File: config.mk
export PLATFORM = sky130hd
export DESIGN_NAME = sdram_port_mux
export DESIGN_NICKNAME = d
export VERILOG_FILES = /design/src/rtl/sdram_port_mux.sv
export SDC_FILE = /design/constraint.sdc
export NUM_CORES = 1
export LEC_CHECK = 0
export ABC_CLOCK_PERIOD_IN_PS = 4100
export CORE_MARGIN = 4
export CORE_UTILIZATION = 43
export CTS_CLUSTER_DIAMETER = 100
export DETAILED_ROUTE_END_ITERATION = 8
export MAX_ROUTING_LAYER = met4
export PLACE_DENSITY = 0.86
export RECOVER_POWER = 25
export SLEW_MARGIN = 40
export SYNTH_ARGS = -nofsm -noshare
export SYNTH_HDL_FRONTEND = slang
export SYNTH_SLANG_ARGS = --single-unit
File: constraint.sdc
create_clock -name clk -period 4.1 [get_ports clk]
set_input_delay 0.615 -clock clk [delete_from_list [all_inputs] [get_ports clk]]
set_output_delay 0.615 -clock clk [all_outputs]
set_load 0.02 [all_outputs]
File: src/rtl/sdram_port_mux.sv
// N-port SDRAM command multiplexer: fixed-priority or round-robin arbitration
// in front of one controller, with a tag FIFO that steers read data back to its port.
module sdram_port_mux #(
    parameter int N     = 4,
    parameter int AN    = 24,
    parameter int DN    = 16,
    parameter int RR    = 1,
    parameter int DEPTH = 8
) (
    input  logic              clk,
    input  logic              reset,
    input  logic [N-1:0]      req,
    input  logic [N-1:0]      we,
    input  logic [N*AN-1:0]   addr,
    input  logic [N*DN-1:0]   data,
    output logic [N-1:0]      rdy,
    output logic [N-1:0]      rd_valid,
    output logic [DN-1:0]     rd_data,
    output logic              if_req,
    output logic              if_we,
    output logic [AN-1:0]     if_addr,
    output logic [DN-1:0]     if_data,
    input  logic              if_rdy,
    input  logic              if_rdy_out,
    input  logic [DN-1:0]     if_data_out,
    output logic              err
);

    localparam int GW = $clog2(N);
    localparam int PW = $clog2(DEPTH);
    localparam int CW = PW + 1;

    localparam logic [0:0] IDLE  = 1'b0;
    localparam logic [0:0] ISSUE = 1'b1;

    logic [0:0]    state;
    logic [GW-1:0] grant;
    logic [GW-1:0] last;
    logic [GW-1:0] win;
    logic [GW-1:0] idx;
    logic          any_elig;
    logic [N-1:0]  elig;
    logic [CW-1:0] count;
    logic [PW-1:0] wr_ptr;
    logic [PW-1:0] rd_ptr;
    logic [GW-1:0] tags [DEPTH];
    logic          hs;
    logic          push;
    logic          pop;

    assign if_req = (state == ISSUE);
    assign hs     = if_req && if_rdy;
    assign push   = hs && !if_we;
    assign pop    = if_rdy_out && (count != '0);

    // Reads are only admitted while the tag FIFO has room; writes always are.
    always_comb begin
        for (int i = 0; i < N; i++) begin
            elig[i] = req[i] && (we[i] || (count < CW'(DEPTH)));
        end
    end

    // Scan starts after the last winner in round-robin mode, at port 0 otherwise.
    always_comb begin
        win      = '0;
        idx      = '0;
        any_elig = 1'b0;
        for (int k = 0; k < N; k++) begin
            if (RR != 0) begin
                idx = GW'((int'(last) + 1 + k) % N);
            end else begin
                idx = GW'(k);
            end
            if (!any_elig && elig[idx]) begin
                any_elig = 1'b1;
                win      = idx;
            end
        end
    end

    always_comb begin
        rdy = '0;
        if (hs) begin
            rdy[grant] = 1'b1;
        end
    end

    always_ff @(posedge clk) begin
        if (reset) begin
            state   <= IDLE;
            grant   <= '0;
            last    <= GW'(N - 1);
            if_we   <= 1'b0;
            if_addr <= '0;
            if_data <= '0;
        end else if (state == IDLE) begin
            if (any_elig) begin
                state   <= ISSUE;
                grant   <= win;
                if_we   <= we[win];
                if_addr <= addr[win*AN +: AN];
                if_data <= data[win*DN +: DN];
            end
        end else if (if_rdy) begin
            state <= IDLE;
            if (RR != 0) begin
                last <= grant;
            end
        end
    end

    always_ff @(posedge clk) begin
        if (push) begin
            tags[wr_ptr] <= grant;
        end
    end

    // Pointers wrap naturally because DEPTH is a power of two.
    always_ff @(posedge clk) begin
        if (reset) begin
            wr_ptr <= '0;
            rd_ptr <= '0;
            count  <= '0;
        end else begin
            if (push) begin
                wr_ptr <= wr_ptr + 1'b1;
            end
            if (pop) begin
                rd_ptr <= rd_ptr + 1'b1;
            end
            count <= count + CW'(push) - CW'(pop);
        end
    end

    always_ff @(posedge clk) begin
        if (reset) begin
            rd_valid <= '0;
            rd_data  <= '0;
            err      <= 1'b0;
        end else begin
            rd_valid <= '0;
            if (pop) begin
                rd_valid[tags[rd_ptr]] <= 1'b1;
                rd_data                <= if_data_out;
            end
            if (if_rdy_out && (count == '0)) begin
                err <= 1'b1;
            end
        end
    end

endmodule

Word level (Yosys, flattened, before mapping)
Memories as Yosys holds them, arrays and structs flattened. A register that Yosys moved wholly into a read port is not among the register bits.
Cells that the tools add are included.
- multiply operators: 1
- shift-type cells: 2
- bitwise operators: 2
- add/sub/neg operators: 8
- order comparisons: 10
- multiplexer cells: 30
- reduce and logical (&&, ||, !) cells: 26
- operator list (kind ; count):
    96-bit by 8-bit indexed part select with 24-bit output ; 1
    64-bit by 7-bit indexed part select with 16-bit output ; 1
    2-bit by 3-bit less-than comparator with 1-bit output, second input constant ; 7
    1-bit 2-to-1 mux ; 16
    1-bit logical AND ; 13
    1-bit binary-select mux with 2-bit select ; 5
    2-bit 2-to-1 mux ; 4
    2-bit adder, second input constant ; 3
    3-bit by 1-bit adder with 3-bit output, second input constant ; 2
    3-bit 2-to-1 mux ; 2
    4-bit by 1-bit adder with 4-bit output ; 1
    1-bit demux with 2-bit select ; 2
    2-bit by 1-bit >= comparator with 1-bit output, second input constant ; 2
    1-bit zero test ; 4
    4-bit zero test ; 1
    1-bit logical OR ; 4
    4-bit less-than comparator, second input constant ; 1
    2-bit by 2-bit multiplier with 4-bit output, second input constant ; 1
    4-bit 2-to-1 mux ; 1
    2-bit AND reduction ; 2
    4-bit nonzero test ; 1
    4-bit by 1-bit subtractor with 4-bit output ; 1
    2-bit by 1-bit adder with 2-bit output, second input constant ; 1
    1-bit NOT ; 2
    2-bit OR reduction ; 1
- word-level logic and storage cells: 92
- output and inout port bits: 67
- flip-flop bits (word level): 77
- bits in writable memories: 16
- memories: 1
- input port bits: 188
- memories (memory ; words ; width ; read ports ; clocked after Yosys merged registers in ; write ports ; RTL line ; source):
    tags ; 8 ; 2 ; 1 ; 1 ; 1 ; 46 ; logic [GW-1:0] tags [DEPTH];

Logic depth before layout (Yosys ltp)
- depth after elaboration: 17
- depth in mapped cells: 13
- gate-level depth less buffers: 12

Least setup slack after synthesis
No wires, ideal clock.
- kind: register to register
- start point: reg count[3]
- end point: reg count[2]
- setup time: 0.128 ns
- setup slack: 1.727 ns
- clock period less this slack: 2.373 ns
- stages on the path, launching flop included: 14
- data arrival time: 2.246 ns
- data required time: 3.972 ns
- buffers on the path: 1
- path through: dfxtp_1 inv_1 ha_1 nor3b_1 nand2b_1 inv_1 clkbuf_1 ha_1 inv_1 ha_1 inv_1 fa_1 xor2_1 nor2_1
- cells in the longest elaborated chain, start to end: 3
- ends and longest elaborated chain (what ; RTL line ; source):
    from (decl) ; 43 ; logic [CW-1:0] count;
    from (signal assigned) ; 131 ; count <= count + CW'(push) - CW'(pop);
    4-bit nonzero test ; 54 ; assign pop = if_rdy_out && (count != '0);
    1-bit logical AND ; 54 ;
    named net pop ; 49 ; logic pop;
    4-bit by 1-bit subtractor with 4-bit output ; 131 ;
The timed path passes the listed nets, and every way through them passes these cells.
A chain may end at the register's enable or synchronous reset.

Worst setup path in the final report
- start point: in if_rdy
- end point: out rdy[1]
- cells in the longest elaborated chain, start to end: 2
- ends and longest elaborated chain (what ; RTL line ; source):
    from (decl) ; 23 ; input logic if_rdy,
    1-bit logical AND ; 52 ; assign hs = if_req && if_rdy;
    4-bit 2-to-1 mux ; 83 ; if (hs) begin
    to (decl) ; 16 ; output logic [N-1:0] rdy,
Every way passes these cells.

==> reports/results.tsv <==
metric	value	unit
status	complete, no violations	
total die area	13300	um2
max-slew violation count	0	
TritonRoute pass-1 iters	5	
Avg WL per Cell	18.3	um
multi-input logic area	2630	um2
area of the mapped netlist	4970	um2
Post-Synthesis Net Count	656	
CP required	3.48	ns
Num CTS Buffers	9	
Yosys top cell area share	32.2	%
syn avg cell area	10.8	um2
worst endpoint data arrival time	2.25	ns
share of cells above drive strength 1	11.4	%
setup repair bufs after CTS	0	
clock latency on the worst-skew pair	0.35	ns
Tot GR Track Use	23.8	%
Async SR Flop Fraction	0	%
Via Count	4497	
Fill cells	811	
largest cells by area after synthesis	dfxtp_1 (32%), mux2i_1 (17%), o221ai_2 (12%), edfxtp_1 (9.7%), nand2_1 (6.7%)	
final core utilization	70.6	%
setup TNS	0	ns
ys flop type	dfxtp_1	
post-synthesis cell type count	47	
Max-cap violations	0	
CTS tree	done	
final hold vios	0	
clock skew	0.00582	ns
Cells after Synth	460	
PortBufs	254	
commonest non-fill, non-tap cell in the layout	clkdlybuf4s50_1	
crit path max fanout	7	
Detail Route Antenna Nets	0	
placed cell areas	7550	um2
Pwr Density	467	nW/um2
GRT overflow	0	
largest net degree at the start of global routing	42	
final wirelength	15500	um
post-synthesis sequential area ratio	41.9	%
gp weighted congestion	0.855	
Startpoint Class	input port	
Hold Path Class	flop to flop	
cell area after layout	7830	um2
P&R area growth vs syn	57.6	%
RSZ-0062 raised after global routing	false	
final setup fails	0	
count of state elements after synthesis	96	
Crit Path Class	input port to primary output	
DP Wirelength	12200	um
chip height	115	um
Root Buffer	clkbuf_16	
chip width	115	um
flip-flop and latch area	2080	um2
H-tree Lvls	3	
initial DRC count	214	
Slew HR	45.0	%
initial antenna violation count	0	
worst setup margin	1.23	ns
# hold bufs at CTS	0	
commonest cells after routing, fill and taps aside	clkdlybuf4s50_1 (233), nand2_1 (89), mux2i_1 (84)	
drt drc	0	
EDFF count, synth	16	
CTS resizes	0	
crit share post-route	70.0	%
worst slew pin tran	0.825	ns
row count	38	
fin crit period	2.87	ns
vias per cell	5.29	
Sink Count	96	
antenna cells	0	
Clock Tree Buf Depth	2	
cell taking the most area after synthesis	dfxtp_1	
nets	901	
P_leak	3.18	nW
clock transition at the registers of the reported paths	0.07	ns
total core area	11100	um2
vias in the first global route	4761	
Place WS	0.937	ns
Starting Density	44.8	%
Max VDD drop	470	uV
Synthesis Warnings	0	
first-pass GRT wire length	24000	um
Peak Freq	348	MHz
IO Count	255	
Setup crit end kind	primary output	
## routing by layer
layer | vias up | part of all wire (%) | global-route usage [%] | routed length (um)
met3 | 20 | 6.8 | 5.74 | 1060
met2 | 190 | 54 | 42.5 | 8450
met1 | 2117 | 37 | 26.3 | 5780
li1 | 2170 | - | - | -
met5 | - | 0 | - | 0
met4 | 0 | 1.6 | 7.04 | 252
## kinds of logic after synthesis
group / count (synthesis) / synth area share, %
AO/OA/AOI/OAI: 85 / 19.0
multiplexers: 88 / 18.7
buffers and inverters: 41 / 5.37
XOR/XNOR: 5 / 0.882
AND/OR/NAND/NOR: 137 / 11.9
adder cells (fa/ha/maj): 8 / 2.17
flip-flops: 96 / 41.9
## metrics by stage
stage,power (mW),hold slack (ns),cells
finish,3.66,0.454,850
global route,3.86,0.477,850
CTS,3.71,0.460,850
detailed placement,2.89,0.450,834
global placement,2.83,0.443,834
floorplan,2.27,0.445,460
## synth_stat cells, drive strengths merged (3+ instances only)
cell type / instances
mux4: 4
mux2i: 84
nor2: 23
nand2: 90
xor2: 3
nor3: 4
dfxtp: 80
buf: 16
nand2b: 5
nand3: 4
clkbuf: 12
a21oi: 22
ha: 7
o221ai: 42
inv: 13
edfxtp: 16
## power breakdown
part	internal, mW	switching, mW	leakage, nW
combinational	0.786	0.794	2.24
sequential	1.14	0.128	0.805
clock	0.421	0.384	0.132
## registers in the layout (all words and copies together) (netlist names), 2 cells and up, named ones only
name	flops
rd_data	16
count	4
rd_ptr	3
wr_ptr	3
tags	16
grant	2
last	2
rd_valid	4
if_addr	24
if_data	16
## path summary, 6_finish.rpt
path	startpoint	to	slack, ns	cells past startpoint
max	if_rdy	rdy[1]	1.23	4
min	rd_data[4]	rd_data[4]	0.45	2
max reg2reg	count[3]	count[2]	1.24	12
min reg2reg	rd_data[4]	rd_data[4]	0.45	2
## critical path, stage by stage
cell             delay, ns
dlygate4sd3_1         0.58
nand2_1               0.20
nor3_1                0.21
clkdlybuf4s50_1       0.65
## cell type report
cell class,count,share of cell area [%]
clock inverters,6,0.672
repair buffers,262,33.4
inverters,13,0.624
flip-flops and latches,96,26.6
clock buffers,10,2.93
well taps,140,2.24
multi-input cells,323,33.6
Note: power is estimated with default switching activity, not from simulation.
